==> config.mk <==
export PLATFORM = sky130hd
export DESIGN_NAME = blake2_msg_sched
export DESIGN_NICKNAME = d
export VERILOG_FILES = /design/src/rtl/blake2_pkg.sv /design/src/rtl/blake2_res_capture.sv /design/src/rtl/blake2_msg_sched.sv
export SDC_FILE = /design/constraint.sdc
export NUM_CORES = 1
export LEC_CHECK = 0
export CELL_PAD_IN_SITES_DETAIL_PLACEMENT = 1
export CELL_PAD_IN_SITES_GLOBAL_PLACEMENT = 1
export CORE_MARGIN = 5
export CORE_UTILIZATION = 36
export CTS_BUF_LIST = sky130_fd_sc_hd__clkbuf_4 sky130_fd_sc_hd__clkbuf_8
export DETAILED_ROUTE_END_ITERATION = 12
export PLACE_DENSITY = 0.94
export SLEW_MARGIN = 20
export SYNTH_ARGS = -nofsm -noshare
export SYNTH_HDL_FRONTEND = slang
export SYNTH_SLANG_ARGS = --single-unit
==> constraint.sdc <==
create_clock -name clk -period 3.5 [get_ports clk]
set_input_delay 0.525 -clock clk [delete_from_list [all_inputs] [get_ports clk]]
set_output_delay 0.525 -clock clk [all_outputs]
set_load 0.01 [all_outputs]
==> src/rtl/blake2_pkg.sv <==
// Shared constants and state encoding for the BLAKE2 message scheduler.
//   BLK_BYTES : bytes per core block (the core's data index is 6 bits wide)
//   LAST_IDX  : byte index of the final byte in a block
//   KN_W      : width of the key-length / digest-length fields
//   LL_W      : width of the core's total-length port
//   state_t   : scheduler states
package blake2_pkg;
    localparam int         BLK_BYTES = 64;
    localparam logic [5:0] LAST_IDX  = 6'd63;
    localparam int         KN_W      = 6;
    localparam int         LL_W      = 128;

    typedef enum logic [2:0] {
        S_IDLE     = 3'd0,
        S_KEY      = 3'd1,
        S_MSG      = 3'd2,
        S_PAD      = 3'd3,
        S_BLK_WAIT = 3'd4,
        S_RES      = 3'd5
    } state_t;
endpackage

==> src/rtl/blake2_res_capture.sv <==
// Digest capture: drops the lead cycle of the core's h_v burst, forwards the
// next nn bytes with one cycle of latency and pulses done_o with the last one.
//   clk, nreset : clock, asynchronous active-low reset
//   en_i        : high while the scheduler waits for the digest
//   nn_i        : digest length in bytes (1..63)
//   h_v_i, h_i  : core digest burst
//   res_v_o     : digest byte valid, res_o : digest byte
//   done_o      : pulse with the final digest byte
module blake2_res_capture
    import blake2_pkg::*;
(
    input  logic            clk,
    input  logic            nreset,
    input  logic            en_i,
    input  logic [KN_W-1:0] nn_i,
    input  logic            h_v_i,
    input  logic [7:0]      h_i,
    output logic            res_v_o,
    output logic [7:0]      res_o,
    output logic            done_o
);
    logic            lead_seen_reg;
    logic [KN_W-1:0] cnt_reg;

    always_ff @(posedge clk or negedge nreset) begin
        if (!nreset) begin
            lead_seen_reg <= 1'b0;
            cnt_reg       <= '0;
            res_v_o       <= 1'b0;
            res_o         <= 8'h00;
            done_o        <= 1'b0;
        end else begin
            res_v_o <= 1'b0;
            done_o  <= 1'b0;
            if (!en_i) begin
                lead_seen_reg <= 1'b0;
                cnt_reg       <= '0;
            end else if (h_v_i) begin
                if (!lead_seen_reg) begin
                    // First valid cycle of the burst carries no digest data.
                    lead_seen_reg <= 1'b1;
                end else begin
                    res_v_o <= 1'b1;
                    res_o   <= h_i;
                    if (cnt_reg == nn_i - KN_W'(1)) begin
                        done_o        <= 1'b1;
                        cnt_reg       <= '0;
                        lead_seen_reg <= 1'b0;
                    end else begin
                        cnt_reg <= cnt_reg + KN_W'(1);
                    end
                end
            end
        end
    end
endmodule

==> src/rtl/blake2_msg_sched.sv <==
// BLAKE2 core front-end: takes one job (kk, nn, len) plus a byte stream of
// key bytes followed by message bytes, cuts it into zero-padded 64-byte
// blocks with first/last flags, then returns the core's nn-byte digest.
//   clk, nreset        : clock, asynchronous active-low reset
//   start_i, kk_i, nn_i, len_i : job request (sampled in S_IDLE only)
//   s_valid_i, s_data_i, s_ready_o : input byte stream
//   core_ready_i       : core ready; its low-then-high pulse ends a block
//   core_data_v_o/idx_o/data_o/first_o/last_o : registered block bytes
//   core_kk_o, core_nn_o, core_ll_o : latched job configuration
//   core_h_v_i, core_h_i : core digest burst
//   res_v_o, res_o, done_o : digest output, busy_o : job in progress
module blake2_msg_sched
    import blake2_pkg::*;
#(
    parameter int LEN_W = 32
) (
    input  logic             clk,
    input  logic             nreset,
    input  logic             start_i,
    input  logic [KN_W-1:0]  kk_i,
    input  logic [KN_W-1:0]  nn_i,
    input  logic [LEN_W-1:0] len_i,
    input  logic             s_valid_i,
    input  logic [7:0]       s_data_i,
    output logic             s_ready_o,
    input  logic             core_ready_i,
    output logic             core_data_v_o,
    output logic [5:0]       core_data_idx_o,
    output logic [7:0]       core_data_o,
    output logic             core_first_o,
    output logic             core_last_o,
    output logic [KN_W-1:0]  core_kk_o,
    output logic [KN_W-1:0]  core_nn_o,
    output logic [LL_W-1:0]  core_ll_o,
    input  logic             core_h_v_i,
    input  logic [7:0]       core_h_i,
    output logic             res_v_o,
    output logic [7:0]       res_o,
    output logic             busy_o,
    output logic             done_o
);
    localparam logic [LEN_W-1:0] BLK_LEN = LEN_W'(BLK_BYTES);
    localparam logic [LEN_W:0]   BLK_SUM = (LEN_W+1)'(BLK_BYTES);

    state_t           state_reg, state_next;
    logic [5:0]       idx_reg, idx_next;
    logic [LEN_W-1:0] rem_reg, rem_next;
    logic             blk_first_reg, blk_first_next;
    logic             blk_last_reg, blk_last_next;
    logic             seen_low_reg, seen_low_next;
    logic             issue;
    logic [7:0]       issue_data;
    logic             load_cfg;
    logic             cap_en;
    logic [LEN_W:0]   ll_sum;

    // A keyed job prepends one full key block to the byte count.
    assign ll_sum = {1'b0, len_i} + ((kk_i != '0) ? BLK_SUM : '0);
    assign busy_o = (state_reg != S_IDLE);
    assign cap_en = (state_reg == S_RES);

    always_comb begin
        state_next     = state_reg;
        idx_next       = idx_reg;
        rem_next       = rem_reg;
        blk_first_next = blk_first_reg;
        blk_last_next  = blk_last_reg;
        seen_low_next  = seen_low_reg;
        issue          = 1'b0;
        issue_data     = 8'h00;
        load_cfg       = 1'b0;
        s_ready_o      = 1'b0;
        case (state_reg)
            S_IDLE: begin
                if (start_i) begin
                    load_cfg       = 1'b1;
                    rem_next       = len_i;
                    idx_next       = 6'd0;
                    seen_low_next  = 1'b0;
                    blk_first_next = 1'b1;
                    // Unkeyed empty message still yields one last block.
                    blk_last_next  = (kk_i != '0) ? (len_i == '0) : (len_i <= BLK_LEN);
                    if (kk_i != '0)       state_next = S_KEY;
                    else if (len_i != '0) state_next = S_MSG;
                    else                  state_next = S_PAD;
                end
            end
            S_KEY: begin
                s_ready_o = core_ready_i;
                if (core_ready_i && s_valid_i) begin
                    issue      = 1'b1;
                    issue_data = s_data_i;
                    idx_next   = idx_reg + 6'd1;
                    if (idx_reg == core_kk_o - KN_W'(1)) state_next = S_PAD;
                end
            end
            S_MSG: begin
                s_ready_o = core_ready_i && (rem_reg != '0);
                if (s_ready_o && s_valid_i) begin
                    issue      = 1'b1;
                    issue_data = s_data_i;
                    idx_next   = idx_reg + 6'd1;
                    rem_next   = rem_reg - LEN_W'(1);
                    if (idx_reg == LAST_IDX)          state_next = S_BLK_WAIT;
                    else if (rem_reg == LEN_W'(1))    state_next = S_PAD;
                end
            end
            S_PAD: begin
                if (core_ready_i) begin
                    issue    = 1'b1;
                    idx_next = idx_reg + 6'd1;
                    if (idx_reg == LAST_IDX) state_next = S_BLK_WAIT;
                end
            end
            S_BLK_WAIT: begin
                // The core signals block consumption by dropping ready and
                // raising it again; only then may the next block begin.
                if (!seen_low_reg) begin
                    if (!core_ready_i) seen_low_next = 1'b1;
                end else if (core_ready_i) begin
                    seen_low_next = 1'b0;
                    if (blk_last_reg) begin
                        state_next = S_RES;
                    end else begin
                        state_next     = S_MSG;
                        blk_first_next = 1'b0;
                        blk_last_next  = (rem_reg <= BLK_LEN);
                    end
                end
            end
            S_RES: begin
                if (done_o) state_next = S_IDLE;
            end
            default: state_next = S_IDLE;
        endcase
    end

    always_ff @(posedge clk or negedge nreset) begin
        if (!nreset) begin
            state_reg       <= S_IDLE;
            idx_reg         <= 6'd0;
            rem_reg         <= '0;
            blk_first_reg   <= 1'b0;
            blk_last_reg    <= 1'b0;
            seen_low_reg    <= 1'b0;
            core_kk_o       <= '0;
            core_nn_o       <= '0;
            core_ll_o       <= '0;
            core_data_v_o   <= 1'b0;
            core_data_idx_o <= 6'd0;
            core_data_o     <= 8'h00;
            core_first_o    <= 1'b0;
            core_last_o     <= 1'b0;
        end else begin
            state_reg     <= state_next;
            idx_reg       <= idx_next;
            rem_reg       <= rem_next;
            blk_first_reg <= blk_first_next;
            blk_last_reg  <= blk_last_next;
            seen_low_reg  <= seen_low_next;
            if (load_cfg) begin
                core_kk_o <= kk_i;
                core_nn_o <= nn_i;
                core_ll_o <= LL_W'(ll_sum);
            end
            core_data_v_o <= issue;
            if (issue) begin
                core_data_idx_o <= idx_reg;
                core_data_o     <= issue_data;
                core_first_o    <= blk_first_reg;
                core_last_o     <= blk_last_reg;
            end
        end
    end

    blake2_res_capture u_res_capture (
        .clk     (clk),
        .nreset  (nreset),
        .en_i    (cap_en),
        .nn_i    (core_nn_o),
        .h_v_i   (core_h_v_i),
        .h_i     (core_h_i),
        .res_v_o (res_v_o),
        .res_o   (res_o),
        .done_o  (done_o)
    );
endmodule

==> results of run 1 <==
==> where the power goes <==
| group | switching, mW | internal (mW) | total [mW] |
|---|---|---|---|
| registers | 0.608 | 1.99 | 2.60 |
| logic | 1.79 | 1.55 | 3.34 |
| clock network | 0.649 | 0.881 | 1.53 |
| total | 3.05 | 4.42 | 7.47 |
==> through the flow <==
| stage | cells | util | hold WS, ns | setup slack (ns) |
|---|---|---|---|---|
| after floorplan | 955 | - | 0.229 | 0.869 |
| after global placement | 1254 | 0.429 | 0.460 | 0.389 |
| after detailed placement | 1254 | 0.429 | 0.472 | 0.132 |
| after CTS | 1286 | 0.452 | 0.115 | 0.0629 |
| after global routing | 1286 | 0.452 | 0.144 | 0.00409 |
| final | 1286 | 0.452 | 0.110 | 0.0921 |
==> layout by cell type (no fill, tap or decap), types with 8 or more instances in the layout <==
cell type,netlist,layout
xor2_1,22,22
nand3_1,27,27
nand2_1,127,126
o21ai_0,64,64
nand2b_1,9,9
mux2i_1,9,9
conb_1,1,95
mux2_2,13,13
a21oi_1,45,45
dfrtp_1,123,123
clkbuf_8,0,18
xnor2_1,20,20
buf_4,96,20
ha_1,8,8
nor2_1,55,54
clkdlybuf4s50_1,0,137
nor4_1,17,17
nand4_1,16,16
nor3_1,27,27
inv_1,21,21
==> final timing paths <==
kind                                            from                            endpoint  slack, ns  depth (start not counted)
setup reg to reg             rem_reg[29]$_DFFE_PN0P_              rem_reg[0]$_DFFE_PN0P_       0.55                          7
hold / removal                                nreset           core_ll_o[14]$_DFFE_PN0P_       0.11                          1
max in group asynchronous                     nreset  u_res_capture.res_o[3]$_DFFE_PN0P_       2.54                          2
min in group clk           core_ll_o[18]$_DFFE_PN0P_           core_ll_o[18]$_DFFE_PN0P_       0.48                          2
setup / recovery             rem_reg[29]$_DFFE_PN0P_                           s_ready_o       0.09                          6
hold reg to reg            core_ll_o[18]$_DFFE_PN0P_           core_ll_o[18]$_DFFE_PN0P_       0.48                          2
==> worst max-delay path: stages (launching register included) <==
cell           delay (ns)
dfrtp_1              0.40
or4_4                0.57
or3_4                0.37
or4_4                0.58
nand2_1              0.13
a21oi_1              0.07
dlygate4sd2_1        0.30
==> metal layers <==
metal | track usage | up-vias | wire length (µm)
met4 | 0.0597 | 0 | 460
li1 | - | 3120 | -
met5 | 0 | - | 0
met1 | 0.241 | 3361 | 9920
met3 | 0.0573 | 43 | 1710
met2 | 0.334 | 230 | 11900
==> layout make-up <==
type	instances	area (µm²)	share of cell area
Inverter	21	78.8	0.00838
Tap cell	275	344	0.0366
Sequential cell	123	3080	0.327
Multi-Input combinational cell	676	3890	0.413
Clock buffer	19	255	0.0271
Timing Repair Buffer	159	1550	0.165
Clock inverter	13	215	0.0229
==> repair_timing <==
item	in CTS	in global routing
hold buffers	0	0
gates resized for setup	1	0
setup endpoints to repair	1	0
==> kinds of logic (layout without fill, tap and decap cells) <==
group	Yosys count	after routing	share of synthesized area
AO/OA/AOI/OAI	179	179	0.150
XOR/XNOR	42	42	0.0487
multiplexers	29	29	0.0452
AND/OR/NAND/NOR	321	321	0.205
other	1	95	0.000496
buffers and inverters	156	212	0.128
flip-flops	123	123	0.407
adder cells (fa/ha/maj)	10	10	0.0159
==> reports/results.ini, run 1 <==
[status]
outcome = finished, final reports clean

[synth]
synthArstFlopShare = 1.00
yosys.area.top_type_share = 0.407
synth_edf_count = 0
avgSynthCellArea_um2 = 8.78
yosys.area.top_type = dfrtp_1
ys_warn_count = 0
syn_area_mm2 = 0.00756
synth.distinct_cells = 70
synthFlopType = dfrtp_1
yosys-top-cells-area = dfrtp_1 41%, buf_4 9.5%, nand2_1 6.3%
netlist_instances = 861
seq_area_frac_synth = 0.407
post-synth-top-count-cell = nand2_1
synth-seq-cells = 123
synth_common_cells = 127 x nand2_1, 123 x dfrtp_1, 96 x buf_4

[timing]
period_share = 0.974
period_minus_slack_ns = 3.41
fin_worst_skew_ns = 0.0113
setup_viol = 0
worst_slew_pin_slew_ns = 0.886
slew_headroom = 0.405
max_freq_mhz = 293
tns_ns = 0
finalHoldViolations = 0
rsz0062_at_grt = no
slew_viol_final = 0

[global_routing]
grt_max_degree = 73
overflow = 0
grt_pass1_wl_um = 38400
track_usage = 0.196
antenna_found_initial = 0
grt_pass1_vias = 7289

[floorplan]
core_area_mm2 = 0.0208
die_w_um = 155
ios = 235
rows = 53
dieArea_mm2 = 0.0240
fp.dieH_um = 155
start_util = 0.363

[job]
drv_cap = 0

[layout]
design_area_mm2 = 0.00941
fin_nets = 1072
largest_reg_flops = 33
antennaDiodeCount = 0
synthToLayoutAreaGrowth_pct = 24.5
fillers = 2461
drive_above_1_share = 0.0910

[detailed_routing]
first_pass_iters = 4
via_per_inst = 5.25
ant_nets = 0
post_drt_wl_per_cell_um = 18.6
vias = 6754
initialDrtViolationCount = 365
wl_um = 24000
post-route-drc-count = 0

[cts]
numCtsBuffers = 17
cts-root-buf = clkbuf_8
cts_buffer_depth = 2
cts_tree = yes
clkTransAtPathRegs_ns = 0.08
clock-sinks = 123
clk_latency_ns = 0.46
h-tree-depth = 4
cts_setup_buffers = 0

[place]
port_buffers = 139
gp_congestion = 0.912
placed_cell_area_mm2 = 0.00894
dp_hpwl_um = 17600

[setup_path]
endpoint_kind = primary output
path_max_fanout = 7
crit_path_start_kind = flip-flop
required_ns = 2.97
critical_path_class = reg2out
arrival_ns = 2.88

[power]
ir_drop_mv = 0.374
p_leak_nw = 3.94
finalPower_mw = 7.47
power.density_mw_per_mm2 = 794

[worst_hold_path]
min_path_type = in2async

No activity file was read; power rests on OpenSTA's default activity.
==> run 2: changes to the inputs <==
- CORE_ASPECT_RATIO: default -> 0.75
- GPL_ROUTABILITY_DRIVEN: default -> 0
==> run 2 against run 1 <==
  * Sequential power about the same
  * Maximum frequency grew 0.64%
  * Non-clock buffer count down 1
  * Total power down 1.7%
  * Clock power is 11% lower
  * Final cell count increased by 0.47%
  * Largest power group unchanged
==> reports/results.ini, run 2 (same netlist as run 1, synthesis figures left out) <==
[timing]
worst_slew_pin_slew_ns = 0.947  ; +0.0612 ns
rsz0062_at_grt = no
max_freq_mhz = 295  ; +0.64%
finalHoldViolations = 0  ; unchanged
worst_slack_ns = 0.114  ; +0.0216 ns
tns_ns = 0  ; unchanged
period_minus_slack_ns = 3.39  ; -0.0216 ns
fin_hold_ws_ns = 0.0212  ; -0.0892 ns
slew_headroom = 0.364  ; -0.0411
slew_viol_final = 0  ; unchanged
fin_worst_skew_ns = 0.0191  ; +0.00776 ns
period_share = 0.968  ; -0.00616
setup_viol = 0  ; unchanged

[setup_path]
critical_path_class = reg2out
path_max_fanout = 4  ; -3
cp_top_family = simple AND/OR/NAND/NOR gates
r2r-start = rem_reg[28]$_DFFE_PN0P_
endpoint_kind = primary output
crit_path_start_kind = flip-flop
required_ns = 2.97  ; about the same
rr_worst_depth = 7  ; unchanged
slowest_delay_ns = 0.54  ; -0.04 ns
arrival_ns = 2.86  ; -0.02 ns
slowest_stage = or4_4
timing.rr.end = core_first_o$_DFFE_PN0P_
crit_chain = or4_4, or3_4, or4_4, nand2_1, a21oi_1, dlygate4sd2_1
worstPathBufferInverterCount = 1  ; unchanged
cp_common_cell = or4_4
regToRegSetupSlack_ns = 0.50  ; -0.05 ns

[detailed_routing]
via_per_inst = 5.30  ; +0.98%
ant_nets = 0  ; unchanged
wl_um = 25100  ; +4.7%
vias = 6852  ; +1.5%
post-route-drc-count = 0  ; unchanged
first_pass_iters = 7  ; +3
initialDrtViolationCount = 585  ; +60%
post_drt_wl_per_cell_um = 19.4  ; +4.2%

[floorplan]
rows = 45  ; -15%
dieArea_mm2 = 0.0240  ; +0.13%
ios = 235  ; unchanged
start_util = 0.370  ; +0.00682
core_area_mm2 = 0.0204  ; -1.8%
fp.dieH_um = 135  ; -13%
die_w_um = 177  ; +14%

[power]
power.density_mw_per_mm2 = 785  ; -1.1%
ir_drop_mv = 0.324  ; -13%
finalPower_mw = 7.35  ; -1.7%
p_leak_nw = 3.93  ; -0.32%

[layout]
final_common_cell = clkdlybuf4s50_1
antennaDiodeCount = 0  ; unchanged
drive_above_1_share = 0.0901  ; -0.000900
fillers = 2423  ; -1.5%
fin_nets = 1071  ; -0.093%
final_cell_mix = 137 x clkdlybuf4s50_1, 126 x nand2_1, 123 x dfrtp_1, 95 x conb_1, 64 x o21ai_0
synthToLayoutAreaGrowth_pct = 23.8
largest_reg_flops = 33  ; unchanged
final_core_utilization = 0.458  ; +0.00580

[status]
outcome = finished, final reports clean

[global_routing]
grt_pass1_vias = 7098  ; -2.6%
overflow = 0  ; unchanged
antenna_found_initial = 0  ; unchanged
track_usage = 0.206  ; +0.00942
grt_pass1_wl_um = 39100  ; +1.9%
grt_max_degree = 77  ; +5.5%

[worst_hold_path]
min_path_type = in2async

[cts]
numCtsBuffers = 17  ; unchanged
h-tree-depth = 4  ; unchanged
clk_latency_ns = 0.46  ; about the same
cts_buffer_depth = 2  ; unchanged
clock-sinks = 123  ; unchanged
clkTransAtPathRegs_ns = 0.08  ; about the same
cts_tree = yes
cts-root-buf = clkbuf_8

[place]
pre_cts_ws_ns = 0.152  ; +0.0193 ns
port_buffers = 139  ; unchanged
dp_hpwl_um = 18200  ; +3.5%

[job]
drv_cap = 0  ; unchanged

==> run 2: report_power, final <==
part	switching (mW)	internal, mW
Sequential	0.630	1.99
Combinational	1.83	1.54
Clock	0.626	0.734
==> run 2: metrics by stage <==
stage / instance area, µm² / cells
after detailed placement: 8940 / 1259
after global placement: 8940 / 1259
final: 9350 / 1292
after floorplan: 7910 / 955
after CTS: 9350 / 1292
after global routing: 9350 / 1292
==> run 2: how the worst max path moves through the flow <==
stage / startpoint / to / slack (ns) / cells after the start
after global placement: kk_i[3] / core_ll_o[24]$_DFFE_PN0P_ / 0.30 / 10
after CTS: rem_reg[28]$_DFFE_PN0P_ / s_ready_o / 0.11 / 6
final: rem_reg[28]$_DFFE_PN0P_ / s_ready_o / 0.11 / 6
after detailed placement: kk_i[3] / core_ll_o[26]$_DFFE_PN0P_ / 0.15 / 10
after global routing: rem_reg[26]$_DFFE_PN0P_ / s_ready_o / 0.04 / 6
after floorplan: rem_reg[29]$_DFFE_PN0P_ / core_data_idx_o[0]$_DFFE_PN0P_ / 0.87 / 8
==> run 2: worst reg2reg max path, delay by kind of cell, from the launching register on <==
family / cells / cell delay, ns
flops: 1 / 0.42
buf+inv: 1 / 0.19
simple gates: 4 / 1.53
compound gates: 1 / 0.33
mux: 1 / 0.41
==> run 2: final cells by class <==
| class | instances | area (µm²) | share of cell area |
|---|---|---|---|
| multi-input cells | 676 | 3880 | 0.415 |
| flip-flops and latches | 123 | 3080 | 0.329 |
| repair buffers | 158 | 1560 | 0.166 |
| well taps | 282 | 353 | 0.0377 |
| clock buffers | 20 | 263 | 0.0281 |
| clock inverters | 12 | 148 | 0.0158 |
| inverters | 21 | 78.8 | 0.00843 |
==> run 2: per-layer routing <==
layer / vias to the layer above / routed length (µm) / track usage
met1: 3455 / 10700 / 0.266
met3: 38 / 1840 / 0.0611
met4: 0 / 373 / 0.0593
li1: 3109 / - / -
met5: - / 0 / 0
met2: 250 / 12200 / 0.337
==> run 2: what timing repair did <==
item                       CTS  global route
buffers inserted             1             0
setup endpoints to repair    1             0
resized for setup            1             0
hold buffers                 0             0
==> run 3: changes to the inputs <==
- SKIP_CTS_REPAIR_TIMING: default -> 1
==> run 3 against run 2 <==
  * Via count grew 0.36%
  * Die area is the same
  * Non-clock buffer count grew 2
  * Clock skew grew 0.0024 ns
  * Largest cell class unchanged
==> reports/results.ini, run 3 (same netlist as run 1, synthesis figures left out) <==
[status]
outcome = finished, final reports clean

[power]
p_leak_nw = 3.95  ; +0.48%
p_sw_mw = 3.08  ; about the same
ir_drop_mv = 0.324  ; -0.13%
power.density_mw_per_mm2 = 784  ; -0.19%
pwr-share-seq = 0.357  ; about the same
internal_power_mw = 4.27  ; about the same
combPwrFrac = 0.458  ; about the same
clkPwrFrac = 0.185  ; about the same
power_switching_share = 0.419  ; about the same

[timing]
fin_worst_skew_ns = 0.0215  ; +0.00242 ns
slew_viol_final = 0  ; unchanged
slew_headroom = 0.369  ; +0.00509
worst_slew_pin_slew_ns = 0.939  ; -0.00757 ns
setup_viol = 0  ; unchanged
period_minus_slack_ns = 3.29  ; -0.0968 ns
rsz0062_at_grt = no
tns_ns = 0  ; unchanged
period_share = 0.940  ; -0.0277
fin_hold_ws_ns = 0.0238  ; +0.00256 ns
finalHoldViolations = 0  ; unchanged
max_freq_mhz = 304  ; +2.9%

[setup_path]
critical_path_class = reg2out
cp_common_cell = or4_4
path_max_fanout = 4  ; unchanged
arrival_ns = 2.76  ; -0.10 ns
required_ns = 2.97  ; about the same
slowest_delay_ns = 0.55  ; about the same
rr_worst_depth = 7  ; unchanged
regToRegSetupSlack_ns = 0.51  ; about the same
endpoint_kind = primary output
crit_path_start_kind = flip-flop
timing.rr.end = core_first_o$_DFFE_PN0P_
r2r-start = rem_reg[28]$_DFFE_PN0P_
slowest_stage = or4_4
crit_chain = or4_4, or3_4, or4_4, nand2_1, a21oi_1, dlymetal6s2s_1

[floorplan]
dieArea_mm2 = 0.0240  ; unchanged
core_area_mm2 = 0.0204  ; unchanged
ios = 235  ; unchanged
rows = 45  ; unchanged
start_util = 0.370  ; unchanged
die_w_um = 177  ; unchanged
fp.dieH_um = 135  ; unchanged

[layout]
fin_nets = 1073  ; +0.19%
antennaDiodeCount = 0  ; unchanged
final_common_cell = clkdlybuf4s50_1
final_cell_mix = 137 x clkdlybuf4s50_1, 126 x nand2_1, 122 x dfrtp_1, 95 x conb_1, 64 x o21ai_0
fillers = 2419  ; -0.17%
largest_reg_flops = 33  ; unchanged
final_core_utilization = 0.459  ; +0.000980
drive_above_1_share = 0.0929  ; +0.00279
synthToLayoutAreaGrowth_pct = 24.0
multi_input_area_mm2 = 0.00388  ; unchanged
finalNonFillerCells = 1294  ; +0.15%
design_area_mm2 = 0.00937  ; +0.21%
regArea_mm2 = 0.00308  ; about the same

[detailed_routing]
vias = 6877  ; +0.36%
via_per_inst = 5.31  ; +0.21%
post-route-drc-count = 0  ; unchanged
ant_nets = 0  ; unchanged
initialDrtViolationCount = 632  ; +8.0%
first_pass_iters = 5  ; -2
wl_um = 25100  ; -0.10%
post_drt_wl_per_cell_um = 19.4  ; -0.26%

[global_routing]
grt_pass1_wl_um = 39100  ; -0.12%
track_usage = 0.206  ; -0.000238
antenna_found_initial = 0  ; unchanged
grt_pass1_vias = 7082  ; -0.23%
overflow = 0  ; unchanged
grt_max_degree = 77  ; unchanged

[job]
drv_cap = 0  ; unchanged

[cts]
clock-sinks = 123  ; unchanged
clkTransAtPathRegs_ns = 0.07  ; about the same
cts_tree = yes
numCtsBuffers = 17  ; unchanged
clk_latency_ns = 0.46  ; about the same
cts-root-buf = clkbuf_8
h-tree-depth = 4  ; unchanged
cts_buffer_depth = 2  ; unchanged

[worst_hold_path]
min_path_type = in2async

[place]
dp_hpwl_um = 18200  ; unchanged
dp.cells = 1259  ; unchanged
placed_cell_area_mm2 = 0.00894  ; unchanged
port_buffers = 139  ; unchanged

-- run 3: cell count changes in the layout (fill, tap and decap cells not counted), sizes merged --
cell | before | now
dlymetal6s2s | 0 | 1
dlygate4sd2 | 1 | 0
buf | 20 | 22
-- run 3: critical path, delay by kind of cell, from the launching register on --
family                 cells  cell delay (ns)
AND/OR/NAND/NOR            4             1.58
buffers and inverters      1             0.19
flip-flops                 1             0.42
AO/OA/AOI/OAI              1             0.11
-- run 3: area by class of cell --
| type | instances | share of cell area |
|---|---|---|
| inverters | 21 | 0.00841 |
| repair buffers | 160 | 0.168 |
| clock inverters | 12 | 0.0158 |
| well taps | 282 | 0.0376 |
| multi-input cells | 676 | 0.414 |
| flip-flops and latches | 123 | 0.329 |
| clock buffers | 20 | 0.0280 |
-- run 3: through the flow --
stage / setup WS (ns) / total power [mW]
global placement: 0.298 / 5.73
global route: 0.133 / 7.81
finish: 0.210 / 7.35
detailed placement: 0.152 / 5.96
floorplan: 0.869 / 4.49
CTS: -0.162 / 7.35
-- run 3: power by group through the flow --
stage               clock, mW  sequential, mW  combinational (mW)
finish                   1.36            2.62                3.37
global route             1.45            2.71                3.65
CTS                      1.38            2.61                3.37
detailed placement          0            2.62                3.33
global placement            0            2.58                3.16
floorplan                   0            2.54                1.94
-- run 3: worst max-delay path by stage --
stage	startpoint	end	slack [ns]	cells after the start
after global routing	rem_reg[28]$_DFFE_PN0P_	s_ready_o	0.13	6
after detailed placement	kk_i[3]	core_ll_o[26]$_DFFE_PN0P_	0.15	10
after CTS	rem_reg[20]$_DFFE_PN0P_	s_ready_o	-0.16	6
final	rem_reg[28]$_DFFE_PN0P_	s_ready_o	0.21	6
after global placement	kk_i[3]	core_ll_o[24]$_DFFE_PN0P_	0.30	10
after floorplan	rem_reg[29]$_DFFE_PN0P_	core_data_idx_o[0]$_DFFE_PN0P_	0.87	8
-- run 3: layer usage --
layer | vias up | global-route usage | wire (µm)
met4 | 0 | 0.0588 | 388
met2 | 273 | 0.337 | 12100
met5 | - | 0 | 0
met1 | 3440 | 0.266 | 10600
li1 | 3125 | - | -
met3 | 39 | 0.0605 | 2040
